### config.mk
export PLATFORM = sky130hd
export DESIGN_NAME = transfer_channel_rx
export DESIGN_NICKNAME = d
export VERILOG_FILES = /design/src/rtl/transfer_channel_rx.sv
export SDC_FILE = /design/constraint.sdc
export NUM_CORES = 1
export LEC_CHECK = 0
export ABC_CLOCK_PERIOD_IN_PS = 3500
export CAP_MARGIN = 20
export CORE_UTILIZATION = 60
export CTS_CLUSTER_SIZE = 40
export DETAILED_ROUTE_END_ITERATION = 7
export PLACE_DENSITY = 0.87
export SLEW_MARGIN = 20
export SYNTH_ARGS = -nofsm -noshare
export SYNTH_HDL_FRONTEND = slang
export SYNTH_SLANG_ARGS = --single-unit
### constraint.sdc
create_clock -name clk -period 3.5 [get_ports clk]
set_input_delay 0.525 -clock clk [delete_from_list [all_inputs] [get_ports clk]]
set_output_delay 0.525 -clock clk [all_outputs]
set_load 0.02 [all_outputs]
### src/rtl/transfer_channel_rx.sv
//------------------------------------------------------------------------------
// Module      : transfer_channel_rx
// Description : Serial command/payload receiver. Bits are shifted in MSB
//               first; completed words are decoded as commands, or are
//               stored in a small payload FIFO after a data-follows command.
//               Optional macro TRANSFER_PARITY_EN adds a trailing even-parity
//               bit to every frame and discards frames that fail it.
// Revision    : 1.0 - initial release
//------------------------------------------------------------------------------
`default_nettype none

module transfer_channel_rx #(
   parameter int WORD_W      = 8,
   parameter int DEPTH       = 4,
   parameter int PAYLOAD_LEN = 1
) (
   input  logic              clk,
   input  logic              rst,
   input  logic              dataIn,
   input  logic              bitValid,
   input  logic              readyForTransferIn,
   output logic              readyForTransferOut,
   output logic [1:0]        localScannerOut,
   output logic [WORD_W-1:0] dataOut,
   output logic              dataAscii,
   output logic              dataValid,
   input  logic              dataReady,
   output logic              fifoFull,
   output logic              overflow,
   output logic              parityErr
);

`ifdef TRANSFER_PARITY_EN
   localparam int c_FRAME_W = WORD_W + 1;
`else
   localparam int c_FRAME_W = WORD_W;
`endif
   localparam int c_CNT_W = $clog2(c_FRAME_W);
   localparam int c_PTR_W = $clog2(DEPTH);
   localparam int c_PAY_W = 8;

   localparam logic [c_CNT_W-1:0] c_LAST_BIT = c_CNT_W'(c_FRAME_W - 1);
   localparam logic [c_PAY_W-1:0] c_LAST_PAY = c_PAY_W'(PAYLOAD_LEN - 1);
   localparam logic [c_PTR_W:0]   c_FULL     = (c_PTR_W + 1)'(DEPTH);

   localparam logic [WORD_W-1:0] c_CMD_FLUSH = WORD_W'(1);
   localparam logic [WORD_W-1:0] c_CMD_RDY2  = WORD_W'(2);
   localparam logic [WORD_W-1:0] c_CMD_SCAN  = WORD_W'(3);
   localparam logic [WORD_W-1:0] c_CMD_RDY4  = WORD_W'(4);
   localparam logic [WORD_W-1:0] c_CMD_BIN   = WORD_W'(7);
   localparam logic [WORD_W-1:0] c_CMD_ASCII = WORD_W'(8);

   localparam logic [0:0] c_ST_CMD  = 1'b0;
   localparam logic [0:0] c_ST_DATA = 1'b1;

   logic [c_FRAME_W-2:0] r_shift;
   logic [c_CNT_W-1:0]   r_bitCnt;
   logic [c_PAY_W-1:0]   r_payCnt;
   logic [0:0]           r_state;
   logic [0:0]           w_stateNext;
   logic                 r_ascii;
   logic                 r_rdy;
   logic [1:0]           r_scan;

   logic [c_FRAME_W-1:0] w_frame;
   logic [WORD_W-1:0]    w_data;
   logic                 w_complete;
   logic                 w_parityOk;
   logic                 w_wordDone;
   logic                 w_lastPay;
   logic                 w_isDataCmd;

   logic                 w_rdyNext;
   logic [1:0]           w_scanNext;
   logic                 w_push;

   logic [WORD_W:0]      r_mem [DEPTH];
   logic [c_PTR_W-1:0]   r_wrPtr;
   logic [c_PTR_W-1:0]   r_rdPtr;
   logic [c_PTR_W:0]     r_count;
   logic                 r_overflow;
   logic                 w_full;
   logic                 w_pop;
   logic                 w_pushOk;

   // The frame as it stands including the bit arriving on this edge.
   assign w_frame    = {r_shift, dataIn};
   assign w_complete = bitValid && (r_bitCnt == c_LAST_BIT);

`ifdef TRANSFER_PARITY_EN
   assign w_data     = w_frame[c_FRAME_W-1:1];
   assign w_parityOk = ~(^w_frame);
`else
   assign w_data     = w_frame;
   assign w_parityOk = 1'b1;
`endif

   assign w_wordDone  = w_complete && w_parityOk;
   assign w_lastPay   = (r_payCnt == c_LAST_PAY);
   assign w_isDataCmd = (w_data == c_CMD_BIN) || (w_data == c_CMD_ASCII);

   // Shift register and bit counter; counter wraps after the last frame bit.
   always_ff @(posedge clk) begin
      if (rst) begin
         r_shift  <= '0;
         r_bitCnt <= '0;
      end else if (bitValid) begin
         r_shift  <= w_frame[c_FRAME_W-2:0];
         r_bitCnt <= w_complete ? '0 : r_bitCnt + 1'b1;
      end
   end

   // FSM state register.
   always_ff @(posedge clk) begin
      if (rst) r_state <= c_ST_CMD;
      else     r_state <= w_stateNext;
   end

   // FSM next state: enter DATA on a data-follows command, leave after the last payload word.
   always_comb begin
      w_stateNext = r_state;
      case (r_state)
         c_ST_CMD:  if (w_wordDone && w_isDataCmd) w_stateNext = c_ST_DATA;
         c_ST_DATA: if (w_wordDone && w_lastPay)   w_stateNext = c_ST_CMD;
         default:   w_stateNext = c_ST_CMD;
      endcase
   end

   // FSM outputs: command decode in CMD, payload push in DATA.
   always_comb begin
      w_rdyNext  = r_rdy;
      w_scanNext = 2'b00;
      w_push     = 1'b0;
      case (r_state)
         c_ST_CMD: begin
            if (w_wordDone) begin
               case (w_data)
                  c_CMD_FLUSH: begin
                     w_rdyNext  = 1'b0;
                     w_scanNext = 2'b10;
                  end
                  c_CMD_RDY2, c_CMD_RDY4, c_CMD_BIN, c_CMD_ASCII:
                     w_rdyNext = readyForTransferIn;
                  c_CMD_SCAN: begin
                     w_rdyNext  = readyForTransferIn;
                     w_scanNext = 2'b01;
                  end
                  default: w_rdyNext = 1'b0;
               endcase
            end
         end
         c_ST_DATA: begin
            if (w_wordDone) begin
               w_push    = 1'b1;
               w_rdyNext = 1'b1;
            end
         end
         default: ;
      endcase
   end

   // Registered handshake outputs, payload counter and payload mode.
   always_ff @(posedge clk) begin
      if (rst) begin
         r_rdy    <= 1'b0;
         r_scan   <= 2'b00;
         r_payCnt <= '0;
         r_ascii  <= 1'b0;
      end else begin
         r_rdy  <= w_rdyNext;
         r_scan <= w_scanNext;
         if (w_push) r_payCnt <= w_lastPay ? '0 : r_payCnt + 1'b1;
         if (r_state == c_ST_CMD && w_wordDone && w_isDataCmd)
            r_ascii <= (w_data == c_CMD_ASCII);
      end
   end

`ifdef TRANSFER_PARITY_EN
   logic r_parityErr;

   // Parity failure pulse, one cycle per rejected frame.
   always_ff @(posedge clk) begin
      if (rst) r_parityErr <= 1'b0;
      else     r_parityErr <= w_complete && !w_parityOk;
   end
   assign parityErr = r_parityErr;
`else
   assign parityErr = 1'b0;
`endif

   // A full FIFO still accepts a word when the head leaves on the same edge.
   assign w_full   = (r_count == c_FULL);
   assign w_pop    = (r_count != '0) && dataReady;
   assign w_pushOk = w_push && (!w_full || w_pop);

   // FIFO storage; contents need no reset since dataValid qualifies them.
   always_ff @(posedge clk) begin
      if (w_pushOk && !rst) r_mem[r_wrPtr] <= {r_ascii, w_data};
   end

   // FIFO pointers, occupancy and sticky overflow.
   always_ff @(posedge clk) begin
      if (rst) begin
         r_wrPtr    <= '0;
         r_rdPtr    <= '0;
         r_count    <= '0;
         r_overflow <= 1'b0;
      end else begin
         if (w_pushOk) r_wrPtr <= r_wrPtr + 1'b1;
         if (w_pop)    r_rdPtr <= r_rdPtr + 1'b1;
         if (w_pushOk && !w_pop)      r_count <= r_count + 1'b1;
         else if (w_pop && !w_pushOk) r_count <= r_count - 1'b1;
         if (w_push && !w_pushOk)     r_overflow <= 1'b1;
      end
   end

   assign readyForTransferOut = r_rdy;
   assign localScannerOut     = r_scan;
   assign dataOut             = r_mem[r_rdPtr][WORD_W-1:0];
   assign dataAscii           = r_mem[r_rdPtr][WORD_W];
   assign dataValid           = (r_count != '0);
   assign fifoFull            = w_full;
   assign overflow            = r_overflow;

endmodule

`default_nettype wire

# Word level (Yosys, flattened, before mapping)
# Memory sizes are Yosys's and may differ from the RTL's. A register that Yosys moved wholly into a read port is not among the register bits.
# Index checks and enable logic that the tools add are counted.
dict set report totals {
  ff_bits 31
  latch_bits 0
  ramBits 36
  romBits 0
  inputBits 6
  out_inout_bits 16
  memories 1
}
dict set report op_classes {
  add_sub_neg 6
  mul 0
  div_mod_pow 0
  magnitude_cmp 0
  n_eq_ne 10
  shift 0
  n_mux 18
  bitwise 2
  reduce_logical 23
}
# name words width rd rd_clocked_by_memory_dff write_ports line
set mem_list {}
lappend mem_list {r_mem 4 9 1 1 1 77} ;# logic [WORD_W:0] r_mem [DEPTH];
# operator count
set op_table {}
lappend op_table {{$eq A8 B2 Y1 const B} 2}
lappend op_table {{$eq A8 B3 Y1 const B} 2}
lappend op_table {{$logic_and A1 B1 Y1} 11}
lappend op_table {{$mux W1} 9}
lappend op_table {{$mux W3} 3}
lappend op_table {{$add A8 B1 Y8 const B} 1}
lappend op_table {{$eq A8 B1 Y1 const B} 1}
lappend op_table {{$eq A8 B4 Y1 const B} 1}
lappend op_table {{$logic_not A8 Y1} 1}
lappend op_table {{$mux W8} 1}
lappend op_table {{$add A3 B1 Y3 const B} 2}
lappend op_table {{$eq A3 B3 Y1 const B} 2}
lappend op_table {{$reduce_or A5 Y1} 1}
lappend op_table {{$add A2 B1 Y2 const B} 2}
lappend op_table {{$logic_not A1 Y1} 4}
lappend op_table {{$mux W2} 2}
lappend op_table {{$pmux W1 S2} 2}
lappend op_table {{$pmux W2 S2} 1}
lappend op_table {{$reduce_bool A3 Y1} 1}
lappend op_table {{$reduce_or A3 Y1} 1}
lappend op_table {{$sub A3 B1 Y3 const B} 1}
lappend op_table {{$logic_or A1 B1 Y1} 2}
lappend op_table {{$ne A2 B1 Y1 const B} 1}
lappend op_table {{$ne A2 B2 Y1 const B} 1}
lappend op_table {{other kinds (3)} 4}

# Depth between registers and ports, before layout
dict set report logic_depth {
  depth_word 9
  ltp_mapped 11
  depth_no_buf 10
}

# Worst setup path after synthesis
# Ideal clock, no wire load.
dict set report synth_path {
  path_type {reg2reg}
  start {register r_bitCnt[0]}
  end {register r_count[2]}
  t_arrival_ns 2.256
  slack_ns 1.174
  stages_incl_launch_ff 12
  path_buffers 1
  cell_sequence {dfxtp_1 -> ha_1 -> ha_1 -> buf_4 -> nand3_1 -> nor2_1 -> ha_1 -> inv_1 -> fa_1 -> xor2_1 -> or3_1 -> a21oi_1}
}
dict set report synth_between {
  elab_chain_len 8
  word_cells_on_any_way 10
  classes_between {eq/ne (1); mux (3); reduce/logical (6)}
}
# element line
set synth_lines {}
lappend synth_lines {{start, declared} 57} ;# logic [c_CNT_W-1:0] r_bitCnt;
lappend synth_lines {{start signal, assigned} 109} ;# r_bitCnt <= w_complete ? '0 : r_bitCnt + 1'b1;
lappend synth_lines {{$eq A3 B3 Y1 (*)} 88} ;# assign w_complete = bitValid && (r_bitCnt == c_LAST_BIT);
lappend synth_lines {{$logic_and A1 B1 Y1 (*)} 88}
lappend synth_lines {{$mux W1 (*)} 153} ;# if (w_wordDone) begin
lappend synth_lines {{$mux W1 (*)} 134} ;# case (r_state)
lappend synth_lines {{$logic_and A1 B1 Y1 (*)} 194} ;# assign w_pushOk = w_push && (!w_full || w_pop);
lappend synth_lines {{$logic_not A1 Y1} 212} ;# else if (w_pop && !w_pushOk) r_count <= r_count - 1'b1;
lappend synth_lines {{$logic_and A1 B1 Y1} 212}
lappend synth_lines {{$reduce_bool A2 Y1 (no source line)} --}
lappend synth_lines {{end signal, assigned} 211} ;# if (w_pushOk && !w_pop) r_count <= r_count + 1'b1;
lappend synth_lines {{end signal, assigned} 212}
lappend synth_lines {{end, declared} 80} ;# logic [c_PTR_W:0] r_count;
# Mark *: on every way between the ends. The rest lies on a longest branch, timed or not.
# A chain may end at the register's enable or synchronous reset.

==> results.json <==
{
  "core_mm2": 0.00450,
  "hp-start": "r_bitCnt[1]$_SDFFE_PP0P_",
  "worstMarginPinSlew_ns": 0.589,
  "fin_crit_ns": 2.68,
  "antenna_found_initial": 0,
  "overflow": 0,
  "crit_slowest_cell": "dfxtp_1",
  "synth_ff_type": "edfxtp_1",
  "reg2reg_depth": 10,
  "hpwl_mm": 3.05,
  "hold_buffers": 0,
  "cts_tree": "yes",
  "dpl-instance-area_mm2": 0.00313,
  "layout_common_cells": "edfxtp_1, dfxtp_1, nor2_1, clkdlybuf4s50_1, a21oi_1",
  "syn_area_mm2": 0.00291,
  "start_kind": "register",
  "status": "complete, no violations",
  "drt-initial-drc-count": 109,
  "syn_to_final_growth_pct": 13.6,
  "rows": 24,
  "grt_usage": 0.204,
  "die_width_um": 71.6,
  "final_max_slew_viol_count": 0,
  "hold_path.class": "register to register",
  "grt_max_degree": 28,
  "globalplace.congestion": 0.771,
  "ctsResizeCount": 0,
  "worstHoldEndpoint": "r_bitCnt[1]$_SDFFE_PP0P_",
  "antenna_cells": 0,
  "clock_path_buffers": 2,
  "fmax_ghz": 0.373,
  "final_nets": 257,
  "synthArstFlopShare": 0,
  "r2r_end": "r_count[2]$_SDFFE_PP0P_",
  "synth_cells": 220,
  "end_kind": "primary output",
  "drc_errors": 0,
  "worstPathRequired_ns": 2.97,
  "min_path_cells": 2,
  "yosys_warnings": 0,
  "post_cts_buffers": 0,
  "ys_seq_elements": 69,
  "syn_area_per_cell_um2": 13.2,
  "r2r_start": "r_bitCnt[0]$_SDFFE_PP0P_",
  "dr.pass1.iters": 4,
  "clk_pin_slew_ns": 0.07,
  "power_density_mw_per_mm2": 560,
  "slowest_delay_ns": 0.69,
  "cts-root-buf": "clkbuf_8",
  "grt_pass1_wl_mm": 7.60,
  "cp_top_family": "flip-flops",
  "reg2reg_slack_ns": 0.86,
  "cp_num_buf_inv": 1,
  "skew_ns": 0.00462,
  "ys_types": 47,
  "synth_edf_count": 36,
  "setup.worst_path.class": "register to primary output",
  "cts_buffers": 9,
  "finalHoldViolCount": 0,
  "vias": 1697,
  "via_per_inst": 5.69,
  "fp.dieH_um": 71.6,
  "setup_viol": 0,
  "rsz0062_at_grt": "false",
  "max_slew_margin": 0.607,
  "drtAntennaViolNets": 0,
  "clk_latency_ns": 0.34,
  "die-area_mm2": 0.00513,
  "p_leak_nw": 1.18,
  "drv_cap": 0,
  "htreeDepth": 3,
  "mostFrequentLayoutCell": "edfxtp_1",
  "ys_seq_area_frac": 0.599,
  "grt_pass1_vias": 1598,
  "ios": 22,
  "wl_mm": 4.58,
  "final_area_mm2": 0.00330,
  "arrival_ns": 2.16,
  "fin_tns_setup_ns": 0,
  "initial_core_util": 0.646,
  "syn-num-nets": 236,
  "drive_above_1_share": 0.130,
  "drt-wirelength-per-cell_um": 15.4,
  "cts.sinks": 69,
  "vdd_drop_max_mv": 0.399,
  "cp_cell_sequence": "mux4_2, clkdlybuf4s50_1",
  "cp_max_fo": 9,
  "portBuffers": 20,
  "min_period_over_period": 0.766
}
## through the flow
stage	power [W]	hold slack, ns	worst slack, ns	utilization	std cells
after detailed placement	0.00128	0.469	0.728	0.694	282
after CTS	0.00186	0.477	0.758	0.734	298
final	0.00185	0.477	0.819	0.734	298
after floorplan	0.00118	0.449	1.17	-	220
after global placement	0.00127	0.458	0.804	0.694	282
after global routing	0.00193	0.498	0.608	0.734	298
## cell usage after synthesis, types with 3 or more instances
library cell	number	area (um^2)
buf_2	6	30.0
mux4_2	9	203
nand2_1	7	26.3
ha_1	9	113
xor2_1	5	43.8
inv_1	7	26.3
edfxtp_1	36	1080
o21ai_0	5	25.0
a21oi_1	11	55.1
nor2_1	20	75.1
nor4_1	3	18.8
mux2i_1	10	100
or3_1	4	25.0
dfxtp_1	33	661
nand2b_1	6	37.5
nand4_1	3	18.8
and2_1	5	31.3
## report_power, final
part	leakage (nW)	total [W]	internal, W	switching [W]
Sequential	0.621	0.000951	0.000879	0.0000724
Combinational	0.467	0.000307	0.000174	0.000134
Clock	0.0863	0.000592	0.000328	0.000263
Total	1.18	0.00185	0.00138	0.000469
## worst reg2reg max path, stage by stage, from the launching register on
cell and delay [ns]:
dfxtp_1 0.35, ha_1 0.16, ha_1 0.32, nand3_1 0.18
nor2_1 0.27, ha_1 0.25, inv_1 0.06, fa_1 0.37
xor2_1 0.18, or3_1 0.31, a21oi_1 0.13
## worst max-delay path by stage
stage | to | startpoint | slack (ns) | cells past startpoint
after CTS | dataOut[2] | register | 0.76 | 2
final | dataOut[4] | register | 0.82 | 2
after floorplan | r_count[2]$_SDFFE_PP0P_ | r_bitCnt[0]$_SDFFE_PP0P_ | 1.17 | 11
after global placement | r_count[2]$_SDFFE_PP0P_ | bitValid | 0.80 | 9
after detailed placement | r_count[2]$_SDFFE_PP0P_ | bitValid | 0.73 | 9
after global routing | r_count[2]$_SDFFE_PP0P_ | r_bitCnt[0]$_SDFFE_PP0P_ | 0.61 | 10
## per-layer routing
layer  up-vias  GRT usage  part of all wire
met5         -          0                 0
met4         0     0.0850             0.016
met3         9     0.0717             0.037
met2        34      0.324              0.47
met1       801      0.256              0.47
li1        853          -                 -
## state kept, by name, summed over array words and instances, names as in the netlist, named ones only
name	flops
r_ascii	1
localScannerOut	2
r_state	1
r_payCnt	8
r_shift	7
r_mem	36
r_rdPtr	2
r_wrPtr	2
r_count	3
r_bitCnt	3
readyForTransferOut	1
overflow	1
## kinds of logic (layout without fill, tap and decap cells)
group	count (synthesis)	in the layout	synth area share
AND/OR/NAND/NOR	70	70	0.145
flip-flops	69	69	0.599
AO/OA/AOI/OAI	25	25	0.0534
multiplexers	20	20	0.108
buffers and inverters	19	45	0.0297
adder cells (fa/ha/maj)	10	10	0.0456
XOR/XNOR	6	6	0.0181
other	1	1	0.00129
## layout make-up
class,instances,area (um^2)
repair buffers,22,215
clock buffers,14,143
inverters,7,26.3
fillers,299,1200
clock inverters,2,33.8
multi-input cells,132,1080
flip-flops and latches,69,1740
well taps,52,65.1
No activity file was read; power rests on OpenSTA's default activity.
